--- config.mk ---
export PLATFORM = sky130hd
export DESIGN_NAME = multiplier_module
export DESIGN_NICKNAME = d
export VERILOG_FILES = /design/src/rtl/arith_pkg.sv /design/src/rtl/multiplier_datapath.sv /design/src/rtl/multiplier_module.sv
export SDC_FILE = /design/constraint.sdc
export NUM_CORES = 1
export LEC_CHECK = 0
export ABC_CLOCK_PERIOD_IN_PS = 3200
export CELL_PAD_IN_SITES_DETAIL_PLACEMENT = 1
export CELL_PAD_IN_SITES_GLOBAL_PLACEMENT = 2
export CORE_ASPECT_RATIO = 1.2
export CORE_MARGIN = 2
export CORE_UTILIZATION = 32
export DETAILED_ROUTE_END_ITERATION = 12
export DONT_BUFFER_PORTS = 1
export PLACE_DENSITY = 0.71
export SLEW_MARGIN = 30
export SYNTH_ARGS = -nofsm -noshare
export SYNTH_HDL_FRONTEND = slang
export SYNTH_SLANG_ARGS = --single-unit
--- constraint.sdc ---
create_clock -name CLK -period 3.2 [get_ports CLK]
set_clock_uncertainty 0.05 [all_clocks]
set_input_delay 0.32 -clock CLK [delete_from_list [all_inputs] [get_ports CLK]]
set_output_delay 0.32 -clock CLK [all_outputs]
set_load 0.01 [all_outputs]
--- src/rtl/arith_pkg.sv ---
// Shared arithmetic package for the sequential divider/multiplier family.
//
// Contents:
//   ARITH_WIDTH   - default operand width (two's complement bits)
//   arith_state_t - handshake FSM encoding: IDLE, LOOP, FIX, DONE, WAIT
//   sign_mag_t    - sign bit plus unsigned magnitude of an ARITH_WIDTH operand
//   sign_mag()    - converts a signed operand to sign/magnitude form; the most
//                   negative value maps to its true magnitude (-128 -> 128),
//                   which fits because the magnitude field is unsigned.
package arith_pkg;

    localparam int ARITH_WIDTH = 8;

    typedef enum logic [2:0] {
        IDLE = 3'd0,
        LOOP = 3'd1,
        FIX  = 3'd2,
        DONE = 3'd3,
        WAIT = 3'd4
    } arith_state_t;

    typedef struct packed {
        logic                   sign;
        logic [ARITH_WIDTH-1:0] mag;
    } sign_mag_t;

    function automatic sign_mag_t sign_mag(input logic [ARITH_WIDTH-1:0] value);
        sign_mag_t r;
        r.sign = value[ARITH_WIDTH-1];
        r.mag  = r.sign ? (~value + 1'b1) : value;
        return r;
    endfunction

endpackage

--- src/rtl/multiplier_datapath.sv ---
// Shift-add datapath of the sequential signed multiplier.
//
// Holds the operand magnitudes, the result sign, the 2*WIDTH accumulator, the
// iteration counter and the Product register. The controlling FSM drives it
// with three strobes:
//   load  - capture |a|, |b|, sign(a) ^ sign(b) (and addend); clear acc/counter
//   step  - one shift-add iteration
//   fix   - apply the sign (and addend) to the accumulator into product
//
// Ports:
//   clk, rst_n      clock, asynchronous active-low reset (clears all state)
//   load/step/fix   FSM strobes
//   a, b            signed operands, only looked at while load is high
//   addend          signed addend (only with MULTIPLIER_ADDEND_EN)
//   last            high while the counter is on the final iteration
//   product         signed 2*WIDTH result, held between operations
//
// Optional feature macro: MULTIPLIER_ADDEND_EN.
module multiplier_datapath
    import arith_pkg::*;
#(
    parameter int WIDTH = ARITH_WIDTH
) (
    input  logic               clk,
    input  logic               rst_n,
    input  logic               load,
    input  logic               step,
    input  logic               fix,
    input  logic [WIDTH-1:0]   a,
    input  logic [WIDTH-1:0]   b,
`ifdef MULTIPLIER_ADDEND_EN
    input  logic [WIDTH-1:0]   addend,
`endif
    output logic               last,
    output logic [2*WIDTH-1:0] product
);

    localparam int CNT_W = (WIDTH > 1) ? $clog2(WIDTH) : 1;

    logic               sign_a;
    logic               sign_b;
    logic [WIDTH-1:0]   abs_a;
    logic [WIDTH-1:0]   abs_b;

    logic [WIDTH-1:0]   mag_a;
    logic [WIDTH-1:0]   mag_b;
    logic               sign;
    logic [2*WIDTH-1:0] acc;
    logic [CNT_W-1:0]   cnt;
    logic [2*WIDTH-1:0] product_q;
    logic [2*WIDTH-1:0] fixed;
    logic [2*WIDTH-1:0] wide_a;

`ifdef MULTIPLIER_ADDEND_EN
    logic [WIDTH-1:0]   addend_q;
`endif

    // The package helper is sized for the default width; other widths use
    // the same two's complement rule written inline.
    generate
        if (WIDTH == ARITH_WIDTH) begin : g_pkg_sm
            sign_mag_t sm_a;
            sign_mag_t sm_b;
            assign sm_a   = sign_mag(a);
            assign sm_b   = sign_mag(b);
            assign sign_a = sm_a.sign;
            assign sign_b = sm_b.sign;
            assign abs_a  = sm_a.mag;
            assign abs_b  = sm_b.mag;
        end else begin : g_inline_sm
            assign sign_a = a[WIDTH-1];
            assign sign_b = b[WIDTH-1];
            assign abs_a  = sign_a ? (~a + 1'b1) : a;
            assign abs_b  = sign_b ? (~b + 1'b1) : b;
        end
    endgenerate

    assign wide_a = {{WIDTH{1'b0}}, mag_a};
    assign last   = (cnt == CNT_W'(WIDTH - 1));

    // Negating a zero accumulator yields zero, so no special case is needed.
    always_comb begin
        fixed = sign ? (~acc + 1'b1) : acc;
`ifdef MULTIPLIER_ADDEND_EN
        fixed = fixed + {{WIDTH{addend_q[WIDTH-1]}}, addend_q};
`endif
    end

    always_ff @(posedge clk or negedge rst_n) begin
        if (!rst_n) begin
            mag_a     <= '0;
            mag_b     <= '0;
            sign      <= 1'b0;
            acc       <= '0;
            cnt       <= '0;
            product_q <= '0;
`ifdef MULTIPLIER_ADDEND_EN
            addend_q  <= '0;
`endif
        end else begin
            if (load) begin
                mag_a    <= abs_a;
                mag_b    <= abs_b;
                sign     <= sign_a ^ sign_b;
                acc      <= '0;
                cnt      <= '0;
`ifdef MULTIPLIER_ADDEND_EN
                addend_q <= addend;
`endif
            end else if (step) begin
                // mag_b is consumed LSB first; cnt is the weight of that bit.
                if (mag_b[0]) begin
                    acc <= acc + (wide_a << cnt);
                end
                mag_b <= mag_b >> 1;
                cnt   <= cnt + 1'b1;
            end
            if (fix) begin
                product_q <= fixed;
            end
        end
    end

    assign product = product_q;

endmodule

--- src/rtl/multiplier_module.sv ---
// Signed WIDTH x WIDTH sequential shift-add multiplier with Start_Sig/Done_Sig
// request/acknowledge handshake.
//
// Ports:
//   CLK           rising-edge clock
//   RSTn          asynchronous active-low reset
//   Start_Sig     request, held high by the initiator until it sees Done_Sig
//   Multiplicand  signed operand A, sampled at the capture edge only
//   Multiplier    signed operand B, sampled at the capture edge only
//   Addend        signed addend, sign-extended into the result
//                 (only with MULTIPLIER_ADDEND_EN)
//   Done_Sig      one-cycle completion pulse
//   Product       signed 2*WIDTH result, held until the next completion
//
// Timing: capture edge, WIDTH iteration edges, one fix edge that updates
// Product and raises Done_Sig, then DONE and WAIT. A new request is accepted
// only after Start_Sig has been seen low in WAIT.
//
// Optional feature macro: MULTIPLIER_ADDEND_EN.
module multiplier_module
    import arith_pkg::*;
#(
    parameter int WIDTH = ARITH_WIDTH
) (
    input  logic               CLK,
    input  logic               RSTn,
    input  logic               Start_Sig,
    input  logic [WIDTH-1:0]   Multiplicand,
    input  logic [WIDTH-1:0]   Multiplier,
`ifdef MULTIPLIER_ADDEND_EN
    input  logic [WIDTH-1:0]   Addend,
`endif
    output logic               Done_Sig,
    output logic [2*WIDTH-1:0] Product
);

    arith_state_t state_q;
    arith_state_t state_d;
    logic         load;
    logic         step;
    logic         fix;
    logic         last;
    logic         done_q;

    always_ff @(posedge CLK or negedge RSTn) begin
        if (!RSTn) begin
            state_q <= IDLE;
            done_q  <= 1'b0;
        end else begin
            state_q <= state_d;
            // Done rises on the fix edge and falls on the following edge.
            done_q  <= fix;
        end
    end

    // Start_Sig is only examined in IDLE and WAIT, so dropping it mid
    // operation has no effect and holding it high cannot retrigger.
    always_comb begin
        state_d = state_q;
        load    = 1'b0;
        step    = 1'b0;
        fix     = 1'b0;
        case (state_q)
            IDLE: begin
                if (Start_Sig) begin
                    load    = 1'b1;
                    state_d = LOOP;
                end
            end
            LOOP: begin
                step = 1'b1;
                if (last) begin
                    state_d = FIX;
                end
            end
            FIX: begin
                fix     = 1'b1;
                state_d = DONE;
            end
            DONE: begin
                state_d = WAIT;
            end
            WAIT: begin
                if (!Start_Sig) begin
                    state_d = IDLE;
                end
            end
            default: begin
                state_d = IDLE;
            end
        endcase
    end

    multiplier_datapath #(
        .WIDTH   (WIDTH)
    ) u_datapath (
        .clk     (CLK),
        .rst_n   (RSTn),
        .load    (load),
        .step    (step),
        .fix     (fix),
        .a       (Multiplicand),
        .b       (Multiplier),
`ifdef MULTIPLIER_ADDEND_EN
        .addend  (Addend),
`endif
        .last    (last),
        .product (Product)
    );

    assign Done_Sig = done_q;

endmodule

### Word-level counts from Yosys, hierarchy flattened

Cells that the tools add are included.

* flip-flop bits (word level): 56
* bits in latches: 0
* bits in writable memories: 0
* ROM bits: 0
* input port bits: 19
* output and inout port bits: 17
* word-level logic and storage cells: 49
* memories kept: 0

* add/subtract/negate cells: 5
* $mul: 0
* divide/modulo/power cells: 0
* $lt $le $gt $ge: 0
* eq/ne operators: 8
* shift operators: 1
* muxes and demuxes: 18
* bitwise logic cells: 4
* reduce and logical (&&, ||, !) cells: 5

Operators with widths (count)
* 2-to-1 mux 16 bit: 4
* 2-to-1 mux 8 bit: 4
* adder 16 x 1 -> 16 bit, second input constant: 1
* adder 16 bit: 1
* adder 8 x 1 -> 8 bit, second input constant: 2
* inverter 16 bit: 1
* inverter 8 bit: 2
* left shift 8 x 3 -> 16 bit: 1
* 2-to-1 mux 3 bit: 5
* case mux 3 bit (5 select lines): 1
* equality test 3 x 2 -> 1 bit, second input constant: 2
* equality test 3 bit, second input constant: 2
* inequality test 2 bit, second input constant: 3
* 2-to-1 mux 1 bit: 4
* nonzero test 2 bit: 2
* adder 3 x 1 -> 3 bit, second input constant: 1
* equality test 3 x 1 -> 1 bit, second input constant: 1
* logical NOT 3 bit: 1
* AND reduction 3 bit: 1
* AND reduction 2 bit: 1
* bitwise XOR 1 bit: 1

### Longest topological paths before layout

Gate-level depths: netlist of run 1.

* depth after elaboration: 5
* depth in mapped cells: 13
* gate-level depth less buffers: 12

### By module

A second synthesis of run 1 with hierarchy kept.

* cell total of the unflattened synthesis: 402
* area total of the unflattened synthesis: 3754.9 µm²

By module, submodules not included
* multiplier_datapath: times used 1, cells each 386, area an instance 3564.7 µm², sequential area each 1301.2 µm²
* multiplier_module: times used 1, cells each 16, area an instance 190.2 µm², sequential area each 100.1 µm²

### Worst setup path after synthesis of run 1

Ideal clock, no wire load.

* path type: flip-flop to flip-flop
* start: reg u_datapath.cnt[1]
* end: reg u_datapath.acc[12]
* setup time: 0.069 ns
* data arrival time: 2.874 ns
* data required time: 3.081 ns
* setup slack: 0.207 ns
* stages on the path, launching flop included: 13
* buffers on the path: 2
* clock period less this slack: 2.993 ns
* cell sequence: dfrtp_1 -> clkbuf_1 -> clkbuf_1 -> mux2i_1 -> o21ai_0 -> and2_1 -> ha_1 -> nor2b_1 -> o2111ai_1 -> nand2_1 -> a31oi_1 -> or4b_2 -> nand3_1

* word-level cells in the longest chain between the ends: 5

Ends and longest elaborated chain
* start: declaration: line multiplier_datapath.sv:49 `logic [CNT_W-1:0] cnt;`
* start signal: assignment: line multiplier_datapath.sv:116 `cnt <= cnt + 1'b1;`
* left shift 8 x 3 -> 16 bit: line multiplier_datapath.sv:113 `acc <= acc + (wide_a << cnt);`
* adder 16 bit: line multiplier_datapath.sv:113
* 2-to-1 mux 16 bit: line multiplier_datapath.sv:112 `if (mag_b[0]) begin`
* 2-to-1 mux 16 bit: line multiplier_datapath.sv:110 `end else if (step) begin`
* 2-to-1 mux 16 bit: line multiplier_datapath.sv:101 `if (load) begin`
* end signal: assignment: line multiplier_datapath.sv:113
* end: declaration: line multiplier_datapath.sv:48 `logic [2*WIDTH-1:0] acc;`

Every way passes these cells. The select of a mux whose other input is x is not followed.
A chain may end at the register's enable or synchronous reset.

### Worst setup path after layout of run 1

* start: reg u_datapath.cnt[0]
* end: reg u_datapath.acc[12]

Same word-level chain as after synthesis.

==> impl_metrics.tcl, run 1 <==
set metrics [dict create \
    tightest_slew_ps 599 \
    critPathTopFamily "simple AND/OR/NAND/NOR gates" \
    ys_seq_elements 56 \
    start_util_pct 32.7 \
    status "complete, no violations" \
    io_buffer_count 0 \
    finalSetupTns_ps 0 \
    power.total_mw 4.28 \
    synthTopCellsByArea "dfrtp_1, nand2_1, o21ai_0" \
    drt-initial-drc-count 107 \
    ys.flop_type "dfrtp_1" \
    coreArea_sq_um 11600 \
    totalWireLength_um 9090 \
    root_buffer "clkbuf_16" \
    grt_pass1_vias 3101 \
    final_core_util_pct 35.9 \
    rsz0062_at_grt "no" \
    ir_worst_vdd_mv 0.279 \
    synth_cell_types 50 \
    synth_top_area_share_pct 37.0 \
    diodes 0 \
    setup_viol 0 \
    die_x_um 103 \
    num_vias 3011 \
    htreeDepth 2 \
    critPathBufInv 1 \
    ys_seq_area_share_pct 37.0 \
    hold_violations 0 \
    path_clk_slew_ps 80 \
    async_flop_share_pct 100 \
    antenna_found_initial 0 \
    die_y_um 123 \
    yosys-top-cells-count "nand2_1, dfrtp_1, o21ai_0" \
    yosysWarnings 0 \
    fin_crit_sh_pct 92.4 \
    slew_headroom_pct 60.0 \
    drive_gt1_share_pct 7.24 \
    pin_count 36 \
    p_leak_nw 1.83 \
    syn_inst 448 \
    track_usage_pct 15.4 \
    cp_max_fo 6 \
    critPathCaptureType "register" \
    clock_path_buffers 2 \
    area_growth_pct 9.79 \
    crit_arrival_ps 3140 \
    cts_made_buffers 5 \
    rows 43 \
    slowest_delay_ps 640 \
    clk_latency_ps 300 \
    syn-cell-area_sq_um 3780 \
    grt_max_degree 57 \
    timing.hold.worst.class "input pin to register" \
    worstPathRequired_ps 3390 \
    final_net_count 481 \
    synth_top_cell_by_area "dfrtp_1" \
    die_area_sq_um 12700 \
    ant_nets 0 \
    cap_violations 0 \
    clock_sinks 56 \
    start_kind "register" \
    cp_cell_sequence "nand2b_1 -> nor3_1 -> ha_1 -> inv_1 -> fa_1 -> nor2b_1 -> o2111ai_1 -> nand2_1 -> a31oi_1 -> or4b_2 -> nand3_1" \
    gp_congestion 0.859 \
    drc 0 \
    yosysMostFrequentCell "nand2_1" \
    synth_edf_count 0 \
    maxSlewViolCount 0 \
    nFillCells 1373 \
    critPathSlowestCell "or4b_2" \
    firstDrtPassIters 4 \
    synth_area_per_cell_sq_um 8.44 \
    synth_nets 488 \
    p_per_area_nw_per_um2 1030 \
    worstSetupPathType "register to register" \
    globalRouteOverflowTotal 0 \
    cts_tree "yes" \
    via_per_inst 5.03 \
    grt_pass1_wl_um 15200 \
    wl_per_cell_um 15.2 \
    dp_hpwl_um 6890 \
    fmax_ghz 0.338 \
    min_period_ps 2960 \
]
[per-layer routing]
layer  part of all wire (%)  track usage (%)  wire (um)
met1                     46             19.3       4200
met2                     50             27.4       4550
met3                    2.6             2.32        235
met4                    1.1             3.87         98
met5                      0                0          0
[where the power goes]
part	switching [mW]	leakage [nW]	internal [mW]	total (mW)
clock network	0.268	0.0871	0.393	0.661
registers	0.390	0.726	0.985	1.38
logic	1.26	1.02	0.980	2.24
[state kept, by name, summed over array words and instances, names as in the netlist]
name	flops
Done_Sig	1
u_datapath.product	16
u_datapath.cnt	3
u_datapath.mag_a	8
u_datapath.sign	1
u_datapath.acc	16
state_q	3
u_datapath.mag_b	8
[cells by family after synthesis]
group | share of synthesized area [%]
and+or+nand+nor | 20.6
DFF | 37.0
adders and majority gates | 7.15
muxes | 4.40
buffers and inverters | 4.23
xor gates and xnor gates | 8.57
AOI/OAI and AO/OA | 18.0
[cell usage in the layout (no fill, tap or decap), types with 3 or more instances in the layout]
cell / instances
a21o_1: 4
nand3b_1: 3
buf_4: 9
o31ai_1: 6
nor2b_1: 4
o22ai_1: 4
ha_1: 20
or3_1: 5
o211ai_1: 5
nand3_1: 18
dfrtp_1: 55
inv_1: 13
xor2_1: 18
nand2b_1: 9
nand2_1: 80
nor3_1: 6
clkbuf_16: 5
xnor2_1: 19
a21oi_1: 16
a31oi_1: 10
o21ai_0: 54
mux2i_1: 11
mux2_2: 5
nor2_1: 24
[through the flow]
step           worst slack, ps  hold WS, ps  instance area [sq um]  cells
5_1_grt                   7.80          145                   4150    599
3_3_place_gp               197        -22.9                   3920    587
2_1_floorplan              207        -25.6                   3780    448
3_5_place_dp               141        -23.2                   3920    587
4_1_cts                    119          106                   4140    597
6_report                   245          108                   4150    599
[final timing paths]
check,from,end,slack (ps),cells after the start
max,u_datapath.cnt[0],u_datapath.acc[12],240,11
min,Multiplier[7],u_datapath.mag_b[7],110,2
max reg2reg,u_datapath.cnt[0],u_datapath.acc[12],240,11
min reg2reg,u_datapath.mag_b[7],u_datapath.mag_b[7],460,2
max in group asynchronous,RSTn,u_datapath.cnt[1],2360,2
min in group asynchronous,RSTn,u_datapath.product[6],500,2
[repair_timing]
action | in CTS | in global routing
hold endpoints to repair | 56 | 0
buffers inserted | 0 | 2
hold buffers | 2 | 0
endpoints found under the setup margin | 0 | 5
resized for setup | 0 | 2
[layout make-up]
| class | count | area, sq um | area share [%] |
|---|---|---|---|
| sequential | 56 | 1400 | 33.8 |
| multi-input combinational | 354 | 2220 | 53.5 |
| clock inverter | 2 | 38.8 | 0.934 |
| inverter | 13 | 48.8 | 1.18 |
| clock buffer | 6 | 139 | 3.34 |
| tap | 157 | 196 | 4.73 |
| timing repair buffer | 11 | 105 | 2.53 |
Power figures use the tool's default switching activity.
==> inputs of run 2 (changes only) <==
--- a/config.mk
+++ b/config.mk
@@ -14,7 +14,7 @@
 export DETAILED_ROUTE_END_ITERATION = 12
 export DONT_BUFFER_PORTS = 1
 export PLACE_DENSITY = 0.71
-export SLEW_MARGIN = 30
+export SLEW_MARGIN = 40
 export SYNTH_ARGS = -nofsm -noshare
 export SYNTH_HDL_FRONTEND = slang
 export SYNTH_SLANG_ARGS = --single-unit
==> impl_metrics.tcl, run 2 (synthesized netlist as in run 1, its figures left out) <==
set metrics [dict create \
    met1_length_um 4150 \
    grt_max_degree 57 \
    reg2reg_to "u_datapath.acc[12]" \
    path_clk_slew_ps 80 \
    reg2reg_from "u_datapath.cnt[0]" \
    cts_made_buffers 5 \
    worstPathRequired_ps 3380 \
    ant_nets 0 \
    ir_worst_vdd_mv 0.278 \
    fin_crit_sh_pct 92.1 \
    slew_headroom_pct 61.1 \
    met2_length_um 4570 \
    track_usage_pct 15.5 \
    finalSetupTns_ps 0 \
    crit_end "u_datapath.acc[12]" \
    cp_cell_sequence "nand2b_1 -> nor3_1 -> ha_1 -> inv_1 -> fa_1 -> nor2b_1 -> o2111ai_1 -> nand2_1 -> a31oi_1 -> or4b_2 -> nand3_1" \
    die_y_um 123 \
    io_buffer_count 0 \
    dp_hpwl_um 6910 \
    crit_arrival_ps 3130 \
    start_util_pct 32.7 \
    htreeDepth 2 \
    hold_path_depth 2 \
    fmax_ghz 0.339 \
    p_leak_nw 1.83 \
    power.total_mw 4.28 \
    tightest_slew_ps 584 \
    r2r_slack_ps 250 \
    clock_path_buffers 2 \
    drive_gt1_share_pct 7.24 \
    p_per_area_nw_per_um2 1030 \
    grt_pass1_wl_um 15300 \
    hold_violations 0 \
    clock_sinks 56 \
    r2r_cells 11 \
    post-place-ws_ps 130 \
    min_period_ps 2950 \
    gp_congestion 0.859 \
    critPathSlowestCell "or4b_2" \
    slowest_delay_ps 640 \
    area_growth_pct 9.79 \
    worstSetupPathType "register to register" \
    via_per_inst 5.04 \
    pin_count 36 \
    totalWireLength_um 9080 \
    rsz0062_at_grt "no" \
    critPathCaptureType "register" \
    die_x_um 103 \
    layout_commonest_cell "nand2_1" \
    design_area_sq_um 4150 \
    antenna_found_initial 0 \
    wl_per_cell_um 15.2 \
    clk_latency_ps 300 \
    firstDrtPassIters 4 \
    globalRouteOverflowTotal 0 \
    die_area_sq_um 12700 \
    coreArea_sq_um 11600 \
    wl_met3_um 256 \
    mostFrequentLayoutCells "nand2_1, dfrtp_1, o21ai_0" \
    cp_max_fo 6 \
    timing.hold.worst.class "input pin to register" \
    grt_pass1_vias 3126 \
    rows 43 \
    fin_ws_ps 252 \
    cts_tree "yes" \
    setup_viol 0 \
    drc 0 \
    cap_violations 0 \
    diodes 0 \
    final_net_count 481 \
    dpl_cell_area_sq_um 3920 \
    root_buffer "clkbuf_16" \
    maxSlewViolCount 0 \
    start_kind "register" \
    status "complete, no violations" \
    cp-startpoint "u_datapath.cnt[0]" \
    top_layer_used "met4" \
    num_vias 3018 \
    drt-initial-drc-count 90 \
]
run 2: worst min path at each step:
| stage | startpoint | slack [ps] | to |
|---|---|---|---|
| final | Multiplier[7] | 110 | u_datapath.mag_b[7] |
| after global routing | Start_Sig | 150 | state_q[0] |
| after CTS | Multiplier[7] | 110 | u_datapath.mag_b[7] |
| after detailed placement | RSTn | -20 | u_datapath.product[2] |
| after global placement | RSTn | -20 | u_datapath.product[2] |
| after floorplan | RSTn | -30 | Done_Sig |
run 2: layout make-up:
cell class	instances	area, sq um
Tap cell	157	196
Multi-Input combinational cell	354	2220
Inverter	13	48.8
Sequential cell	56	1400
Fill cell	1374	7410
Timing Repair Buffer	11	105
Clock buffer	6	139
Clock inverter	2	38.8
run 2: report_power, final:
part           total [mW]  internal, mW  switching, mW
Sequential           1.37         0.985          0.388
Clock               0.659         0.393          0.266
Combinational        2.25         0.981           1.27
Total                4.28          2.36           1.92
run 2: stage by stage:
stage / std cells / hold slack, ps / util (%)
after floorplan: 448 / -25.6 / -
after global placement: 587 / -22.9 / 33.9
after detailed placement: 587 / -23.2 / 33.9
after CTS: 597 / 106 / 35.8
after global routing: 599 / 145 / 35.9
final: 599 / 108 / 35.9
run 2: worst max-delay path: cells and delay by family (launching register included):
kind	cells	cell delay [ps]
adder cells (fa/ha/maj)	2	640
AND/OR/NAND/NOR	6	1400
flip-flops	1	460
AO/OA/AOI/OAI	2	260
buffers and inverters	1	60
run 2: repair_timing:
| action | in CTS | in global routing |
|---|---|---|
| gates resized for setup | 0 | 2 |
| hold buffers | 2 | 0 |
| buffers inserted | 0 | 2 |
| endpoints found under the hold margin | 56 | 0 |
| setup endpoints to repair | 0 | 5 |
run 2: metal layers:
metal	vias to the layer above	GRT usage (%)
li1	1547	-
met1	1416	19.2
met2	48	27.9
met3	7	2.37
met4	0	3.70
met5	-	0
==> inputs of run 3 (changes only) <==
--- a/config.mk
+++ b/config.mk
@@ -14,6 +14,7 @@
 export DETAILED_ROUTE_END_ITERATION = 12
 export DONT_BUFFER_PORTS = 1
 export PLACE_DENSITY = 0.71
+export REMOVE_ABC_BUFFERS = 1
 export SLEW_MARGIN = 40
 export SYNTH_ARGS = -nofsm -noshare
 export SYNTH_HDL_FRONTEND = slang
==> impl_metrics.tcl, run 3 (synthesized netlist as in run 1, its figures left out) <==
set metrics [dict create \
    fin_ws_ps 258 \
    io_buffer_count 0 \
    fin_crit_sh_pct 91.9 \
    placed_cells 587 \
    combPwrFrac_pct 51.5 \
    dpl_cell_area_sq_um 3920 \
    status "complete, no violations" \
    layout_commonest_cell "nand2_1" \
    final_core_util_pct 35.8 \
    final_cells 596 \
    min_period_ps 2940 \
    gp_congestion 0.837 \
    cts_tree "yes" \
    slew_headroom_pct 58.5 \
    maxSlewViolCount 0 \
    hold_violations 0 \
    intPower_mw 2.39 \
    final_net_count 479 \
    crit_arrival_ps 3110 \
    switching_share_pct 44.3 \
    wl_per_cell_um 15.1 \
    finalSetupTns_ps 0 \
    clock_sinks 56 \
    min-delay-start "Multiplicand[7]" \
    nFillCells 1373 \
    design_area_sq_um 4150 \
    totalWireLength_um 9000 \
    root_buffer "clkbuf_16" \
    r2r_cells 11 \
    slowest_delay_ps 410 \
    path_clk_slew_ps 70 \
    htreeDepth 2 \
    fmax_ghz 0.340 \
    die_y_um 123 \
    coreArea_sq_um 11600 \
    antenna_found_initial 0 \
    grt_pass1_vias 3201 \
    worstPathRequired_ps 3360 \
    grt_pass1_wl_um 15400 \
    seqPwrFrac_pct 32.1 \
    reg2reg_to "u_datapath.acc[15]" \
    top_layer_used "met4" \
    hold_ws_ps 109 \
    diodes 0 \
    rsz0062_at_grt "no" \
    die_x_um 103 \
    firstDrtPassIters 4 \
    holdPathEnd "u_datapath.mag_a[7]" \
    clk_latency_ps 300 \
    num_vias 3048 \
    reg2reg_from "u_datapath.cnt[0]" \
    die_area_sq_um 12700 \
    met1_length_um 4240 \
    switchingPower_mw 1.90 \
    grt_max_degree 57 \
    cp_max_fo 13 \
    setup_viol 0 \
    cpMostUsedCell "buf_4" \
    wl_met3_um 231 \
    timing.hold.worst.class "input pin to register" \
    start_kind "register" \
    r2r_slack_ps 260 \
    cap_violations 0 \
    p_per_area_nw_per_um2 1030 \
    track_usage_pct 15.5 \
    critPathSlowestCell "dfrtp_1" \
    clock_path_buffers 2 \
    ant_nets 0 \
    drc 0 \
    ir_worst_vdd_mv 0.266 \
    drive_gt1_share_pct 6.61 \
    dp_hpwl_um 6900 \
    post_cts_buffers 0 \
    cts_made_buffers 5 \
    mostFrequentLayoutCells "nand2_1, dfrtp_1, o21ai_0" \
    critPathCaptureType "register" \
    p_clk_share_pct 16.4 \
    worstSetupPathType "register to register" \
    hold_path_depth 2 \
    start_util_pct 32.7 \
    area_growth_pct 9.59 \
    rows 43 \
    via_per_inst 5.11 \
    tightest_slew_ps 623 \
    globalRouteOverflowTotal 0 \
    pin_count 36 \
    post-place-ws_ps 80.1 \
    power.total_mw 4.29 \
    p_leak_nw 1.82 \
    met2_length_um 4400 \
    drt-initial-drc-count 80 \
    cp_cell_sequence "buf_4 -> mux2_2 -> o22ai_1 -> ha_1 -> a21o_1 -> o21bai_1 -> o21ai_0 -> buf_4 -> o21ai_1 -> and3_1 -> nor3_1" \
]
-- run 3: cell types whose count changed in the layout (fill, tap and decap cells not counted) --
cell / before / now
buf_4: 9 / 7
bufinv_16: 1 / 2
clkbuf_8: 1 / 0
clkinv_4: 1 / 0
-- run 3: worst max path at each step --
stage,from,to,slack [ps]
after global placement,u_datapath.cnt[1],u_datapath.acc[15],230
final,u_datapath.cnt[0],u_datapath.acc[15],260
after global routing,u_datapath.cnt[1],u_datapath.acc[12],9
after floorplan,u_datapath.cnt[0],u_datapath.acc[12],400
after detailed placement,u_datapath.cnt[1],u_datapath.acc[15],80
after CTS,u_datapath.cnt[1],u_datapath.acc[15],50
-- run 3: critical path, delay by kind of cell (launching register included) --
family	cells	cell delay [ps]
AOI/OAI and AO/OA	5	940
DFF	1	410
buffers and inverters	2	380
muxes	1	380
and+or+nand+nor	2	380
adders and majority gates	1	330
-- run 3: power by group through the flow --
| stage | Sequential [mW] | Combinational [mW] | Clock [mW] |
|---|---|---|---|
| global route | 1.44 | 2.55 | 0.756 |
| finish | 1.38 | 2.21 | 0.701 |
| global placement | 1.38 | 2.18 | 0 |
| CTS | 1.38 | 2.25 | 0.723 |
| detailed placement | 1.40 | 2.22 | 0 |
| floorplan | 1.30 | 1.69 | 0 |
-- run 3: layer usage --
metal	vias up	global-route usage, %
li1	1540	-
met4	0	4.69
met5	-	0
met1	1457	20.3
met2	43	26.2
met3	8	2.26
-- run 3: final cells by class --
| cell class | count | area (sq um) | share of cell area, % |
|---|---|---|---|
| multi-input cells | 354 | 2220 | 53.6 |
| clock buffers | 5 | 125 | 3.02 |
| well taps | 157 | 196 | 4.74 |
| flip-flops and latches | 56 | 1400 | 33.8 |
| repair buffers | 9 | 90.1 | 2.17 |
| clock inverters | 2 | 60.1 | 1.45 |
| inverters | 13 | 48.8 | 1.18 |
-- run 3: repair_timing --
| action | CTS | global route |
|---|---|---|
| hold endpoints to repair | 56 | 0 |
| setup endpoints to repair | 0 | 7 |
| gates resized for setup | 0 | 2 |
| hold buffers | 2 | 0 |
